==> src/rtl/rpn_pkg.sv <==
// Shared definitions for the infix-to-postfix converter: token codes,
// operator precedence and FSM state encoding.
package rpn_pkg;

  localparam int unsigned CODE_W = 3;

  localparam logic [CODE_W-1:0] TOK_ADD    = 3'd0;
  localparam logic [CODE_W-1:0] TOK_SUB    = 3'd1;
  localparam logic [CODE_W-1:0] TOK_MUL    = 3'd2;
  localparam logic [CODE_W-1:0] TOK_DIV    = 3'd3;
  localparam logic [CODE_W-1:0] TOK_EQ     = 3'd4;
  localparam logic [CODE_W-1:0] TOK_LPAREN = 3'd5;
  localparam logic [CODE_W-1:0] TOK_RPAREN = 3'd6;

  typedef enum logic [2:0] {
    ST_IDLE,
    ST_EMIT_NUM,
    ST_REDUCE,
    ST_PUSH,
    ST_UNWIND,
    ST_FLUSH,
    ST_EMIT_EQ,
    ST_ERR
  } state_e;

  // LPAREN (and anything else) ranks lowest so it is never popped by precedence.
  function automatic logic [1:0] prec(input logic [CODE_W-1:0] code);
    case (code)
      TOK_ADD, TOK_SUB: prec = 2'd1;
      TOK_MUL, TOK_DIV: prec = 2'd2;
      default:          prec = 2'd0;
    endcase
  endfunction

endpackage

==> src/rtl/op_stack.sv <==
// LIFO holding pending operator codes; top is a combinational peek.
module op_stack #(
  parameter int unsigned WIDTH = 3,
  parameter int unsigned DEPTH = 16
) (
  input  logic             clk,
  input  logic             rst_n,
  input  logic             push,
  input  logic             pop,
  input  logic             clear,
  input  logic [WIDTH-1:0] din,
  output logic [WIDTH-1:0] top,
  output logic             empty,
  output logic             full
);

  localparam int unsigned AW = (DEPTH > 1) ? $clog2(DEPTH) : 1;
  localparam int unsigned CW = $clog2(DEPTH + 1);

  logic [WIDTH-1:0] mem_q [DEPTH];
  logic [WIDTH-1:0] mem_d [DEPTH];
  logic [CW-1:0]    cnt_q;
  logic [CW-1:0]    cnt_d;

  assign empty = (cnt_q == '0);
  assign full  = (cnt_q == CW'(DEPTH));
  assign top   = empty ? '0 : mem_q[AW'(cnt_q - CW'(1))];

  // Clear wins; push and pop are never requested together by the FSM.
  always_comb begin
    mem_d = mem_q;
    cnt_d = cnt_q;
    if (clear) begin
      cnt_d = '0;
    end else if (push && !full) begin
      mem_d[AW'(cnt_q)] = din;
      cnt_d             = cnt_q + CW'(1);
    end else if (pop && !empty) begin
      cnt_d = cnt_q - CW'(1);
    end
  end

  always_ff @(posedge clk or negedge rst_n) begin
    if (!rst_n) begin
      cnt_q <= '0;
      for (int i = 0; i < int'(DEPTH); i++) begin
        mem_q[i] <= '0;
      end
    end else begin
      cnt_q <= cnt_d;
      mem_q <= mem_d;
    end
  end

endmodule

==> src/rtl/infix_to_postfix.sv <==
// Shunting-yard converter: turns an infix token stream into postfix tokens
// on a registered strobe/ack handshake toward the calculator.
module infix_to_postfix
  import rpn_pkg::*;
#(
  parameter int unsigned OP_DEPTH = 16,
  parameter int unsigned WIDTH    = 32
) (
  input  logic             CLK,
  input  logic             RST_N,
  input  logic             in_stb,
  input  logic [WIDTH-1:0] in_data,
  input  logic             in_is_op,
  output logic             in_ack,
  output logic             out_stb,
  output logic [WIDTH-1:0] out_data,
  output logic             out_is_op,
  input  logic             out_ack,
  output logic             error,
  output logic             busy
);

  state_e            state_q, state_d;
  logic [WIDTH-1:0]  tok_q, tok_d;
  logic              out_stb_q, out_stb_d;
  logic [WIDTH-1:0]  out_data_q, out_data_d;
  logic              out_is_op_q, out_is_op_d;
  logic              in_ack_q, in_ack_d;
  logic              error_q, error_d;
  logic              busy_q, busy_d;

  logic              stk_push, stk_pop, stk_clear;
  logic [CODE_W-1:0] stk_top;
  logic              stk_empty, stk_full;
  logic [CODE_W-1:0] tok_code;
  logic              in_take;

  assign tok_code = tok_q[CODE_W-1:0];
  // The cycle after an ack, upstream may still show the consumed token.
  assign in_take  = in_stb && !in_ack_q;

  op_stack #(
    .WIDTH (CODE_W),
    .DEPTH (OP_DEPTH)
  ) u_op_stack (
    .clk   (CLK),
    .rst_n (RST_N),
    .push  (stk_push),
    .pop   (stk_pop),
    .clear (stk_clear),
    .din   (tok_code),
    .top   (stk_top),
    .empty (stk_empty),
    .full  (stk_full)
  );

  always_comb begin
    state_d     = state_q;
    tok_d       = tok_q;
    out_stb_d   = out_stb_q;
    out_data_d  = out_data_q;
    out_is_op_d = out_is_op_q;
    in_ack_d    = 1'b0;
    error_d     = error_q;
    stk_push    = 1'b0;
    stk_pop     = 1'b0;
    stk_clear   = 1'b0;

    case (state_q)
      ST_IDLE: begin
        if (in_take) begin
          tok_d = in_data;
          if (!in_is_op) begin
            state_d = ST_EMIT_NUM;
          end else begin
            case (in_data[CODE_W-1:0])
              TOK_ADD, TOK_SUB, TOK_MUL, TOK_DIV: state_d = ST_REDUCE;
              TOK_LPAREN:                         state_d = ST_PUSH;
              TOK_RPAREN:                         state_d = ST_UNWIND;
              TOK_EQ:                             state_d = ST_FLUSH;
              default: begin
                state_d  = ST_ERR;
                error_d  = 1'b1;
                in_ack_d = 1'b1;
              end
            endcase
          end
        end
      end

      ST_EMIT_NUM: begin
        if (!out_stb_q) begin
          out_stb_d   = 1'b1;
          out_data_d  = tok_q;
          out_is_op_d = 1'b0;
        end else if (out_ack) begin
          out_stb_d = 1'b0;
          in_ack_d  = 1'b1;
          state_d   = ST_IDLE;
        end
      end

      ST_REDUCE: begin
        if (out_stb_q) begin
          if (out_ack) out_stb_d = 1'b0;
        end else if (!stk_empty && (prec(stk_top) >= prec(tok_code))) begin
          stk_pop     = 1'b1;
          out_stb_d   = 1'b1;
          out_data_d  = WIDTH'(stk_top);
          out_is_op_d = 1'b1;
        end else begin
          state_d = ST_PUSH;
        end
      end

      ST_PUSH: begin
        in_ack_d = 1'b1;
        if (stk_full) begin
          state_d = ST_ERR;
          error_d = 1'b1;
        end else begin
          stk_push = 1'b1;
          state_d  = ST_IDLE;
        end
      end

      ST_UNWIND: begin
        if (out_stb_q) begin
          if (out_ack) out_stb_d = 1'b0;
        end else if (stk_empty) begin
          state_d  = ST_ERR;
          error_d  = 1'b1;
          in_ack_d = 1'b1;
        end else if (stk_top == TOK_LPAREN) begin
          stk_pop  = 1'b1;
          in_ack_d = 1'b1;
          state_d  = ST_IDLE;
        end else begin
          stk_pop     = 1'b1;
          out_stb_d   = 1'b1;
          out_data_d  = WIDTH'(stk_top);
          out_is_op_d = 1'b1;
        end
      end

      // EQ is launched straight from here so it follows the last pop with a one-cycle gap.
      ST_FLUSH: begin
        if (out_stb_q) begin
          if (out_ack) out_stb_d = 1'b0;
        end else if (stk_empty) begin
          out_stb_d   = 1'b1;
          out_data_d  = WIDTH'(TOK_EQ);
          out_is_op_d = 1'b1;
          state_d     = ST_EMIT_EQ;
        end else if (stk_top == TOK_LPAREN) begin
          state_d  = ST_ERR;
          error_d  = 1'b1;
          in_ack_d = 1'b1;
        end else begin
          stk_pop     = 1'b1;
          out_stb_d   = 1'b1;
          out_data_d  = WIDTH'(stk_top);
          out_is_op_d = 1'b1;
        end
      end

      ST_EMIT_EQ: begin
        if (out_stb_q && out_ack) begin
          out_stb_d = 1'b0;
          in_ack_d  = 1'b1;
          state_d   = ST_IDLE;
        end
      end

      // The offending token was acked on entry; later tokens are dropped until an EQ resyncs.
      ST_ERR: begin
        stk_clear = 1'b1;
        error_d   = 1'b1;
        if (in_take) begin
          in_ack_d = 1'b1;
          if (in_is_op && (in_data[CODE_W-1:0] == TOK_EQ)) begin
            error_d = 1'b0;
            state_d = ST_IDLE;
          end
        end
      end

      default: state_d = ST_IDLE;
    endcase

    busy_d = (state_d != ST_IDLE);
  end

  always_ff @(posedge CLK or negedge RST_N) begin
    if (!RST_N) begin
      state_q     <= ST_IDLE;
      tok_q       <= '0;
      out_stb_q   <= 1'b0;
      out_data_q  <= '0;
      out_is_op_q <= 1'b0;
      in_ack_q    <= 1'b0;
      error_q     <= 1'b0;
      busy_q      <= 1'b0;
    end else begin
      state_q     <= state_d;
      tok_q       <= tok_d;
      out_stb_q   <= out_stb_d;
      out_data_q  <= out_data_d;
      out_is_op_q <= out_is_op_d;
      in_ack_q    <= in_ack_d;
      error_q     <= error_d;
      busy_q      <= busy_d;
    end
  end

  assign in_ack    = in_ack_q;
  assign out_stb   = out_stb_q;
  assign out_data  = out_data_q;
  assign out_is_op = out_is_op_q;
  assign error     = error_q;
  assign busy      = busy_q;

endmodule

==> config.mk <==
export PLATFORM = sky130hd
export DESIGN_NAME = infix_to_postfix
export DESIGN_NICKNAME = d
export VERILOG_FILES = /design/src/rtl/rpn_pkg.sv /design/src/rtl/op_stack.sv /design/src/rtl/infix_to_postfix.sv
export SDC_FILE = /design/constraint.sdc
export NUM_CORES = 1
export LEC_CHECK = 0
export ABC_CLOCK_PERIOD_IN_PS = 11260
export CAP_MARGIN = 20
export CORE_UTILIZATION = 39
export DETAILED_ROUTE_END_ITERATION = 8
export SLEW_MARGIN = 40
export SYNTH_ARGS = -nofsm -noshare
export SYNTH_HDL_FRONTEND = slang
export SYNTH_HIERARCHICAL = 1
export SYNTH_SLANG_ARGS = --single-unit
==> constraint.sdc <==
create_clock -name CLK -period 11.26 [get_ports CLK]
set_input_delay 1.126 -clock CLK [delete_from_list [all_inputs] [get_ports CLK]]
set_output_delay 1.126 -clock CLK [all_outputs]
set_load 0.02 [all_outputs]
After elaboration in Yosys (flattened, before gate mapping)

Cells that the tools add are included.

Register bits: 125
Bits in latches: 0
Bits in writable memories: 0
ROM bits: 0
Input bits: 37
Output and inout bits: 37
Logic and storage cells: 196
Memories: 0

Add/subtract/negate cells: 2
$mul: 0
Divide/modulo/power cells: 0
Order comparisons: 4
Equal/unequal tests: 35
Shift-type cells: 0
Muxes and demuxes: 96
Bitwise gates (word level): 3
Reduce and logical (&&, ||, !) cells: 31

Operator list:

| operator           | count |
|---|---|
| $mux 32            | 8 |
| $pmux 32 s4        | 1 |
| $mux 3             | 20 |
| $bwmux 48          | 1 |
| $mux 1             | 48 |
| $eq 3x2->1 const B | 8 |
| $eq 3x3->1 const B | 8 |
| $ne 2x2->1 const B | 12 |
| $pmux 3 s8         | 1 |
| $mux 5             | 3 |
| $bmux 3 s4         | 1 |
| $demux 3 s4        | 1 |
| $eq 3x1->1 const B | 4 |
| $logic_not 3->1    | 4 |
| $pmux 3 s4         | 1 |
| $ge 5x5->1 const B | 2 |
| $not 4->5          | 2 |
| $pmux 1 s5         | 2 |
| $reduce_and 10->1  | 1 |
| $reduce_bool 5->1  | 2 |
| $mux 2             | 4 |
| $pmux 2 s2         | 2 |
| $reduce_or 2->1    | 4 |
| $logic_and 1x1->1  | 7 |
| other kinds (18)   | 24 |

Longest topological paths before layout

Depth in word-level cells: 20
Mapped depth: 18
Mapped depth without buffers: 15

By module

The synthesis kept the hierarchy.

Modules (own cells, without submodules):

| module           | times used | cells an instance | area an instance (sq um) | sequential area each (sq um) |
|---|---|---|---|---|
| infix_to_postfix | 1          | 257               | 3170.5                   | 1801.7 |
| op_stack         | 1          | 198               | 2772.7                   | 1326.3 |

Worst setup path before layout

No wires, ideal clock.

Path type: flip-flop to flip-flop
Start point: register u_op_stack.cnt_q[0]
End point: register u_op_stack.cnt_q[3]
Library setup time: 0.125 ns
Arrival: 3.955 ns
Data required time: 11.135 ns
Slack: 7.180 ns
Cell stages (with the launch flop): 18
Path buffers: 3
Cells stage by stage: dfrtp_1 > buf_6 > buf_12 > inv_1 > ha_1 > clkbuf_1 > mux4_2 > mux2_2 > a22o_1 > or2_2 > ha_1 > nor3b_1 > nor2_1 > nand2_1 > a21oi_1 > nor2b_1 > a31oi_1 > mux2_2

Cells in the longest elaborated chain, start to end: 18
Elaborated cells on any way between the ends: 39
Classes of those cells: add/sub: 2; order compare: 1; eq/ne: 5; mux: 20; bitwise: 1; reduce/logical: 10

Ends and longest elaborated chain:

| item                                      | line                    | RTL |
|---|---|---|
| start, declared                           | op_stack.sv:22          | `logic [CW-1:0] cnt_q;` |
| start signal, assigned                    | op_stack.sv:50          | `cnt_q <= cnt_d;` |
| $sub 5x1->5                               | op_stack.sv:27          | `assign top = empty ? '0 : mem_q[AW'(cnt_q - CW'(1))];` |
| $not 4->5 (implied by the code)           | op_stack.sv:27          |  |
| $bmux 3 s4                                | op_stack.sv:27          |  |
| $mux 3 (implied by the code) (2 in a row) | op_stack.sv:27          |  |
| $mux 3 *                                  | op_stack.sv:27          |  |
| via stk_top[1]                            | infix_to_postfix.sv:33  | `logic [CODE_W-1:0] stk_top;` |
| $eq 3x2->1 (tied with other cells)        | rpn_pkg.sv:28           | `case (code)` |
| $reduce_or 2->1                           | rpn_pkg.sv:28           |  |
| (+3 left out)                             | -                       |  |
| $ge 2x2->1                                | infix_to_postfix.sv:106 | `end else if (!stk_empty && (prec(stk_top) >= prec(tok_code))) begin` |
| $logic_and 1x1->1                         | infix_to_postfix.sv:106 |  |
| $mux 1                                    | infix_to_postfix.sv:106 |  |
| $mux 1                                    | infix_to_postfix.sv:104 | `if (out_stb_q) begin` |
| $pmux 1 s3 *                              | infix_to_postfix.sv:69  | `case (state_q)` |
| via stk_pop                               | infix_to_postfix.sv:32  | `logic stk_push, stk_pop, stk_clear;` |
| $logic_and 1x1->1 *                       | op_stack.sv:38          | `end else if (pop && !empty) begin` |
| $reduce_bool 3->1 (no source line) *      | -                       |  |

The timed path passes the listed nets; every way through them passes the cells marked *. The select of a mux whose other input is x is not followed.
A chain may end at the register's enable or synchronous reset.

Final worst setup path

Start point: register u_op_stack.cnt_q[0]
End point: register out_data_q[1] (netlist: out_data[1])

Cells in the longest elaborated chain, start to end: 15
Elaborated cells on any way between the ends: 31
Classes of those cells: add/sub: 1; order compare: 1; eq/ne: 6; mux: 15; bitwise: 1; reduce/logical: 7

Ends and longest elaborated chain:

| item                                      | line                    | RTL |
|---|---|---|
| $sub 5x1->5                               | op_stack.sv:27          |  |
| $not 4->5 (implied by the code)           | op_stack.sv:27          |  |
| $bmux 3 s4                                | op_stack.sv:27          |  |
| $mux 3 (implied by the code) (2 in a row) | op_stack.sv:27          |  |
| $mux 3 *                                  | op_stack.sv:27          |  |
| via stk_top[1]                            | infix_to_postfix.sv:33  |  |
| $eq 3x2->1 (tied with other cells)        | rpn_pkg.sv:28           |  |
| $reduce_or 2->1                           | rpn_pkg.sv:28           |  |
| $pmux 2 s2                                | rpn_pkg.sv:28           |  |
| $mux 2                                    | infix_to_postfix.sv:104 |  |
| $mux 2                                    | infix_to_postfix.sv:69  |  |
| $ge 2x2->1                                | infix_to_postfix.sv:106 |  |
| $logic_and 1x1->1                         | infix_to_postfix.sv:106 |  |
| $ne 2x2->1 (no source line)               | -                       |  |
| $reduce_and 7->1 (no source line)         | -                       |  |
| end signal, assigned                      | infix_to_postfix.sv:208 | `out_data_q <= out_data_d;` |
| end, declared                             | infix_to_postfix.sv:26  | `logic [WIDTH-1:0] out_data_q, out_data_d;` |

Marked as above.

==> flow_metrics.tcl <==
set metrics [dict create \
    status "finished, final reports clean" \
    async_flop_share_pct 100 \
    detail_route.wl_per_cell_um 18.8 \
    synth_area_leaders "dfrtp_1, mux2_2, a22o_1, mux4_1, nand2_1" \
    hold_buffers 0 \
    ir_drop_uv 129 \
    cts_made_buffers 17 \
    setup_viol 0 \
    clockBufferDepth 2 \
    drv_slew 0 \
    start_kind "register" \
    max_slew_margin_pct 44.5 \
    portBuffers 73 \
    globalplace.congestion 0.810 \
    setup_tns_ns 0 \
    vias_per_cell 5.55 \
    ys_ff_latch 125 \
    drive_gt1_share_pct 26.2 \
    leakage_nw 3.28 \
    fin_crit_sh_pct 44.0 \
    mostFrequentLayoutCells "dfrtp_1, mux2_2, clkdlybuf4s50_1" \
    post_cts_buffers 0 \
    finalWirelength_um 13600 \
    cts_tree "done" \
    power.density_nw_per_um2 292 \
    dp_hpwl_um 8960 \
    hp-class "reg -> reg" \
    core_area_um2 14700 \
    finish.utilization_pct 50.3 \
    row_count 44 \
    cp_max_fo 30 \
    period_minus_slack_ns 4.95 \
    dr.first_iter.drc_count 421 \
    die_h_um 125 \
    whs_ns 0.487 \
    synth_edf_count 0 \
    htreeDepth 4 \
    mostFrequentLayoutCell "dfrtp_1" \
    layout_setup_ws_ns 6.31 \
    dp_slack_ns 6.31 \
    num_vias 4005 \
    drc 0 \
    initial_utilization_pct 40.4 \
    hold_start "tok_q[18]" \
    syn_to_final_growth_pct 24.4 \
    nNetsFinal 569 \
    critPathLaunch "u_op_stack/cnt_q[0]" \
    antenna_cells 0 \
    synth-main-ff-cell "dfrtp_1" \
    yosysSeqAreaShare_pct 52.6 \
    insertion_delay_ns 0.42 \
    grt.total_usage_pct 18.6 \
    dieArea_um2 15700 \
    antenna_left 0 \
    grt_max_degree 79 \
    tightest_slew_ns 0.833 \
    cp-end-kind "register" \
    antenna_found_initial 0 \
    cp.arrival_ns 5.25 \
    hold_viol_final 0 \
    clkTransAtPathRegs_ns 0.06 \
    fmax_mhz 202 \
    syn_nets 499 \
    synth_cell_types 63 \
    fp.dieW_um 125 \
    clock_skew_ns 0.0120 \
    clockRootBuffer "clkbuf_16" \
    worstPathRequired_ns 11.56 \
    path_class "reg -> reg" \
    synth_cells 455 \
    io_pins 74 \
    synth_area_um2 5940 \
    synth_top_area_cell "dfrtp_1" \
    maxCapViolCount 0 \
    ys_warn_count 6 \
    numClockSinks 125 \
    first_pass_iters 6 \
    r2r_start "u_op_stack/cnt_q[0]" \
    grt_pass1_wl_um 22600 \
    grt_setup_unrepaired "false" \
    yosys.area.top_type_share_pct 52.6 \
    avgSynthCellArea_um2 13.1 \
    grt_pass1_vias 4254 \
    gr-total-overflow 0 \
    ctsResizeCount 0 \
]
area by class of cell:
class / instances / area, um2
sequential: 125 / 3130
multi-input combinational: 295 / 2660
fill: 1286 / 7310
clock buffer: 17 / 425
tap: 184 / 230
clock inverter: 15 / 155
timing repair buffer: 76 / 754
inverter: 10 / 37.5
flip-flops by register name, summed over array words and instances (netlist names):
| register | cells |
|---|---|
| out_stb | 1 |
| error | 1 |
| tok_q | 32 |
| in_ack | 1 |
| out_data | 32 |
| u_op_stack/mem_q | 48 |
| out_is_op | 1 |
| u_op_stack/cnt_q | 5 |
| busy | 1 |
| state_q | 3 |
critical path, stage by stage (launching register included):
cell      delay [ns]
dfrtp_1         0.86
inv_1           0.24
ha_1            0.66
mux4_2          0.38
mux2_2          0.28
a22o_1          0.28
or2_2           0.31
ha_1            0.28
nor3b_1         0.06
o21a_1          0.24
a211oi_4        0.31
nand2_2         0.44
a221o_1         0.49
kinds of logic (layout without fill, tap and decap cells):
kind of cell | after synthesis | after routing | synth area share, %
AND/OR/NAND/NOR | 97 | 97 | 8.82
buffers and inverters | 35 | 118 | 2.95
flip-flops | 125 | 125 | 52.6
AO/OA/AOI/OAI | 85 | 85 | 11.2
multiplexers | 105 | 105 | 22.8
adder cells (fa/ha/maj) | 7 | 7 | 1.47
XOR/XNOR | 1 | 1 | 0.147
synth_stat cells (2+ instances only):
| cell type | n |
|---|---|
| o21ai_0 | 8 |
| nand4_1 | 2 |
| and2_1 | 4 |
| buf_6 | 2 |
| a211o_1 | 2 |
| o22ai_1 | 4 |
| nor3b_1 | 5 |
| nand2b_1 | 6 |
| a221oi_1 | 2 |
| a31oi_1 | 4 |
| or2_2 | 2 |
| mux2i_1 | 2 |
| clkbuf_1 | 13 |
| inv_1 | 9 |
| mux4_2 | 2 |
| a221o_1 | 2 |
| mux2_2 | 91 |
| nor2_1 | 18 |
| o31ai_1 | 2 |
| nor3_1 | 5 |
| and3_1 | 2 |
| nor2b_1 | 5 |
| ha_1 | 7 |
| buf_2 | 6 |
| nand3b_1 | 2 |
| a21oi_1 | 11 |
| mux4_1 | 10 |
| a211oi_1 | 2 |
| dfrtp_1 | 125 |
| a22o_1 | 33 |
| and3b_1 | 2 |
| nand2_1 | 31 |
| o22a_1 | 2 |
| o31a_1 | 2 |
| nand3_1 | 2 |
per-layer routing:
layer | vias up | global-route usage, % | part of all wire [%]
li1 | 1843 | - | -
met1 | 2050 | 24.7 | 46
met2 | 101 | 28.5 | 47
met3 | 11 | 5.52 | 5.6
met4 | 0 | 7.68 | 1.2
met5 | - | 0 | 0
where the power goes:
part	internal (mW)	switching [mW]	leakage [nW]
clock network	0.310	0.220	0.276
registers	0.626	0.189	1.61
logic	0.428	0.388	1.39
metrics by stage:
| step | total power [mW] | instance area (um2) | instances |
|---|---|---|---|
| floorplan | 1.37 | 5940 | 455 |
| global placement | 1.61 | 6800 | 690 |
| detailed placement | 1.63 | 6810 | 690 |
| CTS | 2.18 | 7390 | 722 |
| global route | 2.30 | 7390 | 722 |
| finish | 2.16 | 7390 | 722 |
worst paths after layout:
check / depth (start not counted) / endpoint / slack, ns
max in group asynchronous: 2 / out_data[2] / 9.43
min reg2reg: 1 / out_data[18] / 0.49
max reg2reg: 12 / out_data[1] / 6.31
min in group asynchronous: 1 / tok_q[14] / 0.74
max: 12 / out_data[1] / 6.31
min: 1 / out_data[18] / 0.49
No activity file was read; power rests on OpenSTA's default activity.
